### src/rtl/mmio_pkg.sv
// mmio_pkg: register map, FSM states and default window base for the MMIO PWM block
package mmio_pkg;
    localparam logic [31:0] BASE_ADDR_DEF = 32'hFFFF_FF00;
    localparam logic [7:0] OFF_CTRL      = 8'h00;
    localparam logic [7:0] OFF_PRESCALE  = 8'h04;
    localparam logic [7:0] OFF_TGT       = 8'h08;
    localparam logic [7:0] OFF_FADE_RATE = 8'h18;
    localparam logic [7:0] OFF_CUR       = 8'h20;
    typedef enum logic [1:0] {DISABLED, RUN, FADE} pwm_state_t;
endpackage

### src/rtl/pwm_channel.sv
// pwm_channel: one channel's target/current/active duty, fade step and registered compare
module pwm_channel (
    input  logic       clk,
    input  logic       reset_n,
    input  logic       tgt_we,
    input  logic [7:0] wdata,
    input  logic       copy,
    input  logic       step,
    input  logic       boundary,
    input  logic       en,
    input  logic [7:0] pwm_cnt,
    output logic [7:0] tgt,
    output logic [7:0] cur,
    output logic       pwm
);
    logic [7:0] act, cur_nx;
    // stepping toward the target can never leave 0..255, so no explicit clamp is needed
    always_comb cur_nx = copy ? tgt : !step ? cur : (cur < tgt) ? cur + 8'd1 : (cur > tgt) ? cur - 8'd1 : cur;
    always_ff @(posedge clk or negedge reset_n) begin
        if (!reset_n) begin
            tgt <= '0;
            cur <= '0;
            act <= '0;
            pwm <= 1'b0;
        end else begin
            if (tgt_we) tgt <= wdata;
            cur <= cur_nx;
            if (boundary) act <= cur;
            pwm <= en && (pwm_cnt < act);
        end
    end
endmodule

### src/rtl/mmio_pwm.sv
// mmio_pwm: memory-mapped 4-channel PWM with prescaler, period counter and fade FSM
module mmio_pwm import mmio_pkg::*; #(
    parameter logic [31:0] BASE_ADDR    = BASE_ADDR_DEF,
    parameter logic [15:0] PRESCALE_RST = 16'd46
) (
    input  logic        clk,
    input  logic        reset_n,
    input  logic        write_mem,
    input  logic [2:0]  funct3,
    input  logic [31:0] address,
    input  logic [31:0] write_data,
    output logic [31:0] read_data_clocked,
    output logic        red,
    output logic        green,
    output logic        blue,
    output logic        led
);
    pwm_state_t state, state_nx;
    logic [7:0] off, fade_rate, pwm_cnt, fade_cnt;
    logic [1:0] ctrl;
    logic [15:0] prescale, pre_cnt;
    logic hit, wr, en, tick, boundary, step, unused_wdata;
    logic [7:0] tgt [4];
    logic [7:0] cur [4];
    logic [3:0] pwm;
    logic [31:0] rdata;
    assign off = address[7:0];
    assign hit = address[31:8] == BASE_ADDR[31:8];
    assign wr = write_mem && hit && address[1:0] == 2'b00 && funct3 <= 3'b010;
    assign unused_wdata = ^write_data[31:16];
    assign en = state != DISABLED;
    assign tick = en && pre_cnt == prescale;
    assign boundary = tick && pwm_cnt == 8'hFF;
    assign step = state == FADE && boundary && fade_cnt == fade_rate;
    always_comb state_nx = !ctrl[0] ? DISABLED : ctrl[1] ? FADE : RUN;
    always_comb begin
        rdata = '0;
        if (hit) begin
            case (off)
                OFF_CTRL:      rdata = {30'd0, ctrl};
                OFF_PRESCALE:  rdata = {16'd0, prescale};
                OFF_FADE_RATE: rdata = {24'd0, fade_rate};
                default:
                    for (int i = 0; i < 4; i++) begin
                        if (off == OFF_TGT + 8'(4 * i)) rdata = {24'd0, tgt[i]};
                        if (off == OFF_CUR + 8'(4 * i)) rdata = {24'd0, cur[i]};
                    end
            endcase
        end
    end
    always_ff @(posedge clk or negedge reset_n) begin
        if (!reset_n) begin
            state <= DISABLED;
            ctrl <= '0;
            prescale <= PRESCALE_RST;
            fade_rate <= '0;
            pre_cnt <= '0;
            pwm_cnt <= '0;
            fade_cnt <= '0;
            read_data_clocked <= '0;
        end else begin
            state <= state_nx;
            if (wr && off == OFF_CTRL) ctrl <= write_data[1:0];
            if (wr && off == OFF_PRESCALE) prescale <= write_data[15:0];
            if (wr && off == OFF_FADE_RATE) fade_rate <= write_data[7:0];
            pre_cnt <= (!en || tick || (wr && off == OFF_PRESCALE)) ? '0 : pre_cnt + 16'd1;
            pwm_cnt <= !en ? '0 : pwm_cnt + {7'd0, tick};
            fade_cnt <= state != FADE ? '0 : !boundary ? fade_cnt : fade_cnt == fade_rate ? '0 : fade_cnt + 8'd1;
            read_data_clocked <= rdata;
        end
    end
    // channel order 0..3 = LED, R, G, B, matching the TGT/CUR register order
    genvar i;
    for (i = 0; i < 4; i++) begin : g_ch
        pwm_channel u_ch (
            .clk      (clk),
            .reset_n  (reset_n),
            .tgt_we   (wr && off == OFF_TGT + 8'(4 * i)),
            .wdata    (write_data[7:0]),
            .copy     (state == RUN),
            .step     (step),
            .boundary (boundary),
            .en       (en),
            .pwm_cnt  (pwm_cnt),
            .tgt      (tgt[i]),
            .cur      (cur[i]),
            .pwm      (pwm[i])
        );
    end
    assign {blue, green, red, led} = pwm;
endmodule

### config.mk
export PLATFORM = sky130hd
export DESIGN_NAME = mmio_pwm
export DESIGN_NICKNAME = d
export VERILOG_FILES = /design/src/rtl/mmio_pkg.sv /design/src/rtl/pwm_channel.sv /design/src/rtl/mmio_pwm.sv
export SDC_FILE = /design/constraint.sdc
export NUM_CORES = 1
export LEC_CHECK = 0
export ABC_AREA = 1
export CORE_AREA = 4 4 168 170
export CTS_CLUSTER_SIZE = 16
export DETAILED_ROUTE_END_ITERATION = 8
export DIE_AREA = 0 0 172 174
export DONT_BUFFER_PORTS = 1
export PLACE_DENSITY = 0.57
export RECOVER_POWER = 100
export SETUP_SLACK_MARGIN = 0.4
export SLEW_MARGIN = 10
export SYNTH_ARGS = -nofsm -noshare
export SYNTH_HDL_FRONTEND = slang
export SYNTH_HIERARCHICAL = 1
export SYNTH_SLANG_ARGS = --single-unit
### constraint.sdc
create_clock -name clk -period 3.9 [get_ports clk]
set_input_delay 0.975 -clock clk [delete_from_list [all_inputs] [get_ports clk]]
set_output_delay 0.975 -clock clk [all_outputs]
set_load 0.005 [all_outputs]
-- Word level (Yosys, flattened, before mapping)
Cells that the tools add are included.
W data, S select, Z words.
- register bits after elaboration: 192
- input port bits: 70
- output and inout port bits: 36
- word-level logic and storage cells: 132
- add/subtract/negate cells: 11
- $lt $le $gt $ge: 13
- eq/ne operators: 17
- mux-type cells: 33
- reduce and logical (&&, ||, !) cells: 34
- operators with widths (cell ; count):
    $mux W32 ; 8
    $mux W8 ; 21
    $pmux W32 S3 ; 1
    $lt A8 B8 Y1 ; 8
    $add A8 B1 Y8 const B ; 5
    $eq A8 B6 Y1 const B ; 4
    $gt A8 B8 Y1 ; 4
    $sub A8 B1 Y8 const B ; 4
    $eq A24 B24 Y1 const B ; 1
    $eq A8 B5 Y1 const B ; 3
    $logic_and A1 B1 Y1 ; 18
    $add A16 B1 Y16 const B ; 1
    $eq A16 B16 Y1 ; 1
    $eq A8 B4 Y1 const B ; 2
    $mux W16 ; 1
    $reduce_bool A3 Y1 ; 4
    $add A8 B1 Y8 ; 1
    $eq A8 B3 Y1 const B ; 1
    $eq A8 B8 Y1 ; 1
    $eq A8 B8 Y1 const B ; 1
    $logic_not A8 Y1 ; 1
    $reduce_and A2 Y1 ; 4
    $reduce_bool A2 Y1 ; 3
    $mux W2 ; 2
    7 further kinds ; 8

-- Longest topological paths before layout
Gate-level depths: netlist of run 1.
- depth after elaboration: 11
- gate-level depth with buffers: 19
- mapped depth without buffers: 19

-- By module
The synthesis of run 1 kept the hierarchy.
- by module, submodules not included (module ; times used ; cells each ; area an instance (µm²) ; seq. area each (µm²)):
    pwm_channel at g_ch[0].u_ch ... ; 3 ; 212 ; 1712.9 ; 625.6
    mmio_pwm ; 1 ; 622 ; 4718.3 ; 1906.8
    pwm_channel at g_ch[3].u_ch ; 1 ; 212 ; 1714.1 ; 625.6

-- Worst setup path before layout of run 1
No wires, ideal clock.
- path kind: input -> register
- start point: in address[30]
- end point: reg g_ch[1].u_ch.tgt[2]
- library setup time: 136 ps
- arrival: 2539 ps
- setup slack: 1226 ps
- stages: 6
- path through: nand4_1 -> nor4_4 -> nand3_2 -> nor4_1 -> clkbuf_1 -> o21ai_0
- longest elaborated chain between the ends: 5
- ends and longest elaborated chain (what ; RTL line ; source):
    from (decl) ; mmio_pwm.sv:10 ; input logic [31:0] address,
    $eq A24 B24 Y1 ; mmio_pwm.sv:28 ; assign hit = address[31:8] == BASE_ADDR[31:8];
    $logic_and A1 B1 Y1 (3 in a row) ; mmio_pwm.sv:29 ; assign wr = write_mem && hit && address[1:0] == 2'b00 && funct3 <= 3'b010;
    $logic_and A1 B1 Y1 ; mmio_pwm.sv:78 ; .tgt_we (wr && off == OFF_TGT + 8'(4 * i)),
    to (signal assigned) ; pwm_channel.sv:26 ; if (tgt_we) tgt <= wdata;
    to (decl) ; pwm_channel.sv:12 ; output logic [7:0] tgt,
No other way between the ends.
A chain may end at the register's enable or synchronous reset.

-- Final worst setup path of run 1
- start point: in address[6]
- end point: reg g_ch[1].u_ch.tgt[0]
- longest elaborated chain between the ends: 2
- ends and longest elaborated chain (what ; RTL line):
    $eq A8 B4 Y1 ; mmio_pwm.sv:78
    $logic_and A1 B1 Y1 ; mmio_pwm.sv:78
No other way between the ends.

==> reports/metrics.cfg, run 1 <==
[grt]
grt_pass1_wl_um=48000
globalRouteMet1Util_pct=27.7
grt_use_met3_pct=3.02
grt_util_met2_pct=32.9
grt_util_all_layers_pct=19.9
top_usage_layer=met2
antenna_found_initial=0
first_global_vias=9205
grt_max_degree=177
grt_overflow=0

[routing]
dr.pass1.iters=5
drt-total-wl_um=28900
drc=0
drtAntennaViolNets=0
drtIter0Drc=596
routedWlPerCell_um=15.8
num_vias=9303
viasPerCell=5.09

[floorplanning]
io_pins=106
num_rows=60
start_util_pct=43.3
core_area_um2=26700
fp.dieArea_um2=29900
fp.dieW_um=172
fp.dieH_um=174

[setup_path]
worstPathRequired_ns=4.22
crit_chain=inv_2 > nand2_1 > nor2_1 > inv_1 > nor4_2 > clkbuf_1 > mux2_2
path_class=in -> reg
critical_path_buf_inv_count=3
cp_slowest_stage_delay_ns=0.86
cp_slowest_cell=nor2_1
cp-start-kind=input pin
cp_max_fo=17
cp_top_family=simple AND/OR/NAND/NOR gates
arrival_ns=3.54
end_kind=register

[final_layout]
n_antenna_cell=0
final_nets=1641
layout-area-overhead-vs-synth_pct=7.23
drive_gt1_share_pct=8.87

[pwr]
power_mw=3.64
vdd_drop_max_mv=0.258
powerDensity_nw_per_um2=294
leakage_nw=5.80

[placed_design]
dp_hpwl_um=21600
io_buffers=0
gp_congestion=0.873

[timing]
relSlewSlack_pct=-14.9
fin_crit_sh_pct=82.4
drv_slew=9
finalClockSkew_ns=0.0272
timing.fmax_mhz=311
layout_min_cycle_time_ns=3.21
hold_violations=0
setup-tns-final_ns=0
setup_violations=0
rsz0062_at_grt=false
worstMarginPinSlew_ns=1.71

[cts]
cts.repair.resized=0
cts_max_path_buffers=2
clock_latency_ns=0.45
root_buffer=clkbuf_16
ctsHoldBuffers=0
cts_setup_buffers=0
cts_buffers=17
cts_tree=done
cts.htree.levels=4
cts.sinks=176
path_clk_slew_ns=0.08

[yosys]
syn-cell-area_um2=11600
syn_inst=1470
syn_avg_cell_area_um2=7.87
synth-seq-cells=176
yosys_warnings=6
synth_cell_types=51
ys_seq_area_share_pct=38.1

[hold_path]
min_path_type=in -> async

[outcome]
violations=capacitance limit, slew limit
status=finished, violations left

[flow_run]
max-cap-violations=1

==> cell families after synthesis <==
group | count (synthesis) | synth area share [%]
multiplexers | 4 | 0.389
buffers and inverters | 240 | 9.15
AO/OA/AOI/OAI | 197 | 9.30
adder cells (fa/ha/maj) | 96 | 10.6
flip-flops | 176 | 38.1
XOR/XNOR | 52 | 3.94
other | 1 | 0.0324
AND/OR/NAND/NOR | 704 | 28.4
==> power by group <==
part / total (mW) / leakage [nW] / switching [mW] / internal (mW)
sequential: 1.82 / 2.09 / 0.000198 / 1.82
clock: 1.78 / 0.299 / 0.899 / 0.883
combinational: 0.0367 / 3.41 / 0.0275 / 0.00923
total: 3.64 / 5.80 / 0.927 / 2.72
==> worst paths after layout <==
kind | start | end | slack, ns | cells past startpoint
worst max-delay path | address[6] | g_ch[1].u_ch/tgt[0] | 0.69 | 7
worst min-delay path | reset_n | g_ch[0].u_ch/cur[5] | 0.24 | 0
worst max register to register | prescale[3] | g_ch[2].u_ch/cur[0] | 0.73 | 13
worst min register to register | prescale[1] | prescale[1] | 0.50 | 2
max in group asynchronous | reset_n | g_ch[1].u_ch/cur[5] | 3.28 | 0
min in group clk | prescale[1] | prescale[1] | 0.50 | 2
==> registers in the layout, summed over array words and instances (netlist names), 4 cells and up <==
| name | flops |
|---|---|
| g_ch.u_ch/act | 32 |
| g_ch.u_ch/cur | 32 |
| g_ch.u_ch/tgt | 32 |
| pre_cnt | 16 |
| prescale | 16 |
| read_data_clocked | 16 |
| fade_cnt | 8 |
| fade_rate | 8 |
| pwm_cnt | 8 |
| g_ch.u_ch/pwm | 4 |
==> Yosys cell counts, drive strengths merged <==
cell type | instances | area (um2)
dfstp | 4 | 105
buf | 30 | 270
o2bb2ai | 6 | 52.6
o211ai | 2 | 15.0
xnor2 | 25 | 219
fa | 4 | 80.1
clkinv | 1 | 3.75
a31oi | 5 | 31.3
nor3 | 21 | 135
o21bai | 4 | 30.0
o22ai | 7 | 43.8
dfrtp | 172 | 4300
o21a | 4 | 30.0
nand3b | 1 | 7.51
conb | 1 | 3.75
mux2 | 4 | 45.0
nand4 | 45 | 288
nor3b | 2 | 15.0
nand2 | 412 | 1640
xor2 | 27 | 236
o21ai | 117 | 601
ha | 92 | 1150
a21oi | 47 | 235
or2 | 8 | 50.1
inv | 198 | 743
a211oi | 1 | 7.51
nand3 | 102 | 561
nor2 | 101 | 500
and3 | 5 | 31.3
a21o | 4 | 30.0
clkbuf | 11 | 41.3
nor4 | 7 | 65.1
==> placed cells by master (no fill, tap or decap), types with 5 or more instances in the layout <==
| cell type | Yosys | final |
|---|---|---|
| a21oi_1 | 47 | 47 |
| a31oi_1 | 5 | 5 |
| and3_1 | 5 | 5 |
| buf_4 | 17 | 5 |
| clkbuf_1 | 11 | 7 |
| clkbuf_16 | 0 | 17 |
| clkinv_8 | 0 | 8 |
| conb_1 | 1 | 16 |
| dfrtp_1 | 172 | 172 |
| ha_1 | 92 | 92 |
| inv_1 | 176 | 180 |
| inv_2 | 22 | 18 |
| nand2_1 | 387 | 389 |
| nand2_2 | 19 | 17 |
| nand2_4 | 6 | 6 |
| nand3_1 | 92 | 93 |
| nand3_2 | 10 | 9 |
| nand4_1 | 44 | 44 |
| nor2_1 | 80 | 82 |
| nor2_2 | 9 | 9 |
| nor2_4 | 11 | 9 |
| nor3_1 | 15 | 15 |
| nor3_2 | 6 | 6 |
| nor4_1 | 5 | 5 |
| o21ai_0 | 87 | 108 |
| o21ai_1 | 26 | 6 |
| o22ai_1 | 7 | 7 |
| o2bb2ai_1 | 6 | 6 |
| or2_2 | 6 | 6 |
| xnor2_1 | 25 | 25 |
| xor2_1 | 27 | 27 |
==> area by class of cell <==
cell class	count	area [um2]
timing repair buffer	12	63.8
multi-input combinational	1069	6130
clock inverter	15	205
fill	2702	14300
clock buffer	17	425
tap	341	427
sequential	176	4410
inverter	199	747
==> layer usage <==
layer  routed length (um)  vias up  part of all wire (%)
li1                     -     4777                     -
met5                    0        -                     0
met4                  445        0                   1.5
met3                  930       30                   3.2
met1                13700     4324                    48
met2                13800      172                    48
==> metrics by stage <==
| step | utilization, % | cell area, um2 | cells | setup slack (ns) | hold WS [ns] |
|---|---|---|---|---|---|
| after global routing | 46.4 | 12400 | 1829 | 0.492 | 0.207 |
| after CTS | 46.7 | 12500 | 1829 | 1.18 | 0.208 |
| final | 46.4 | 12400 | 1829 | 0.686 | 0.236 |
| after global placement | 44.3 | 11800 | 1797 | 1.03 | 0.481 |
| after detailed placement | 44.3 | 11800 | 1797 | 0.984 | 0.485 |
| after floorplan | - | 11600 | 1485 | 1.23 | 0.437 |
==> worst reg2reg max path, cell delays in order, from the launching register on <==
cell      delay, ns
dfstp_2        0.56
xnor2_1        0.12
nand4_1        0.11
nor2_1         0.11
nand2_1        0.15
nor2_4         0.33
nand2_2        0.26
nor3b_1        0.25
clkbuf_1       0.57
or2_2          0.26
nand2_4        0.09
inv_1          0.16
nand2_2        0.07
o21ai_2        0.06
Power figures use the tool's default switching activity.
==> run 2, diff against run 1 <==
--- a/config.mk
+++ b/config.mk
@@ -11,7 +11,7 @@
 export DETAILED_ROUTE_END_ITERATION = 8
 export DIE_AREA = 0 0 172 174
 export DONT_BUFFER_PORTS = 1
-export PLACE_DENSITY = 0.57
+export PLACE_DENSITY = 0.59
 export RECOVER_POWER = 100
 export SETUP_SLACK_MARGIN = 0.4
 export SLEW_MARGIN = 10
==> constraint.sdc (replaced) <==
create_clock -name clk -period 2.9 [get_ports clk]
set_input_delay 0.725 -clock clk [delete_from_list [all_inputs] [get_ports clk]]
set_output_delay 0.725 -clock clk [all_outputs]
set_load 0.005 [all_outputs]
==> run 2 against run 1 <==
The run ends with hold timing left. Hold slack got worse by 0.25 ns. Highest routed layer unchanged. Flip-flop and latch count unchanged. Global-route usage increased by 0.44 points. Critical endpoint is now g_ch[2].u_ch/cur[0]. Wire length increased by 5.2%. Utilization increased by 3.5 points.
==> reports/metrics.cfg, run 2 (synthesis results as in run 1) <==
[floorplanning]
fp.dieArea_um2=29900
num_rows=60
io_pins=106
core_area_um2=26700
fp.dieH_um=174
fp.dieW_um=172
start_util_pct=43.3

[final_layout]
n_antenna_cell=0
largestRegisters=g_ch.u_ch/act (32), g_ch.u_ch/cur (32), g_ch.u_ch/tgt (32)
layout-area-overhead-vs-synth_pct=15.3
regArea_um2=4420
drive_gt1_share_pct=16.1
layout_common_cells=381 x nand2_1, 175 x inv_1, 164 x dfrtp_1
final_nets=1704
multiInputGateArea_um2=6570
layout_commonest_cell=nand2_1
fillCellCount=2583
finalCoreUtilization_pct=49.9

[routing]
drtAntennaViolNets=0
routedWlPerCell_um=16.1
drtIter0Drc=624
drt-total-wl_um=30400
num_vias=9723
drc=0
dr.pass1.iters=6
viasPerCell=5.14

[pwr]
vdd_drop_max_mv=0.342
leakage_nw=6.12
powerDensity_nw_per_um2=369
power_mw=4.93

[grt]
top_usage_layer=met2
grt_util_met2_pct=32.4
grt_util_all_layers_pct=20.4
first_global_vias=9268
antenna_found_initial=0
grt_pass1_wl_um=48800
grt_overflow=0
grt_max_degree=177
globalRouteMet1Util_pct=28.8
grt_use_met3_pct=3.21

[cts]
clock_latency_ns=0.45
path_clk_slew_ns=0.08
root_buffer=clkbuf_16
cts.sinks=176
cts.htree.levels=4
cts_tree=done
cts_buffers=17
cts_max_path_buffers=2

[setup_path]
rrSetupSlack_ns=0.38
endpoint=g_ch[2].u_ch/cur[0]
r2r_start=prescale[1]
rr_worst_depth=12
end_kind=register
r2r_end=g_ch[2].u_ch/cur[0]
cp-start-kind=register
path_class=reg -> reg
arrival_ns=2.83
crit_path_start=prescale[1]
worstPathRequired_ns=3.22
cp_max_fo=10

[timing]
layout_min_cycle_time_ns=2.52
setup_violations=0
finalClockSkew_ns=0.0189
hold_slack_ns=-0.0161
drv_slew=0
rsz0062_at_grt=false
worstMarginPinSlew_ns=0.915
fin_crit_sh_pct=86.7
relSlewSlack_pct=38.8
hold_violations=6
timing.fmax_mhz=398
setup-tns-final_ns=0

[placed_design]
io_buffers=0
gp_congestion=0.889
dp_hpwl_um=21900

[flow_run]
max-cap-violations=0

[hold_path]
min_path_type=in -> async

[outcome]
violations=hold timing
status=finished, violations left

## run 2: per-stage QoR
step	instance area [um2]	hold slack (ns)	setup WS, ns	std cells
global placement	12100	0.439	0.340	1824
finish	13300	-0.0161	0.385	1892
floorplan	11600	0.429	0.476	1485
detailed placement	12100	0.445	0.310	1824
global route	13300	-0.0376	0.214	1892
CTS	12800	-0.0312	0.369	1856
## run 2: per-layer routing
layer,routed length [um],vias to the layer above
met3,1320,38
met2,14300,241
met4,692,0
met5,0,-
li1,-,4908
met1,14100,4536
## run 2: what timing repair did
item,4_1_cts,5_1_grt
setup endpoints to repair,9,34
hold endpoints to repair,172,135
gates cloned,0,4
resized for setup,6,69
setup buffers,0,32
pin swaps,0,16
## run 2: power breakdown
| part | total (mW) | switching (mW) | leakage (nW) | internal, mW |
|---|---|---|---|---|
| combinational | 0.0500 | 0.0369 | 3.73 | 0.0131 |
| sequential | 2.45 | 0.000240 | 2.09 | 2.45 |
| clock | 2.42 | 1.23 | 0.303 | 1.19 |
## run 2: worst min-delay path by stage
stage	from	end	slack, ns
2_1_floorplan	reset_n	ctrl[0]	0.43
3_3_place_gp	reset_n	g_ch[0].u_ch/cur[6]	0.44
3_5_place_dp	reset_n	g_ch[0].u_ch/cur[6]	0.44
4_1_cts	reset_n	g_ch[0].u_ch/cur[6]	-0.03
5_1_grt	reset_n	g_ch[0].u_ch/cur[4]	-0.04
6_report	reset_n	g_ch[0].u_ch/cur[5]	-0.02
## run 2: layout make-up
type | count | share of cell area (%)
clock inverter | 15 | 1.55
timing repair buffer | 71 | 4.10
multi-input combinational | 1073 | 49.2
inverter | 199 | 5.60
clock buffer | 17 | 3.19
tap | 341 | 3.20
sequential | 176 | 33.1
## run 2: critical path: stages (launching register included)
cell,delay [ns]
dfstp_2,0.57
xnor2_1,0.12
nand4_1,0.15
nor2_2,0.10
nand2_1,0.12
nor2_1,0.27
nand2_4,0.16
nor3b_2,0.21
buf_6,0.20
or2_2,0.16
nand2_4,0.09
inv_1,0.14
o21ai_0,0.09
==> run 3, diff against run 2 <==
--- a/config.mk
+++ b/config.mk
@@ -6,6 +6,7 @@
 export NUM_CORES = 1
 export LEC_CHECK = 0
 export ABC_AREA = 1
+export CAP_MARGIN = 20
 export CORE_AREA = 4 4 168 170
 export CTS_CLUSTER_SIZE = 16
 export DETAILED_ROUTE_END_ITERATION = 8
==> results of run 3 <==
Final layout, timing and power as in run 2 (identical DEF).
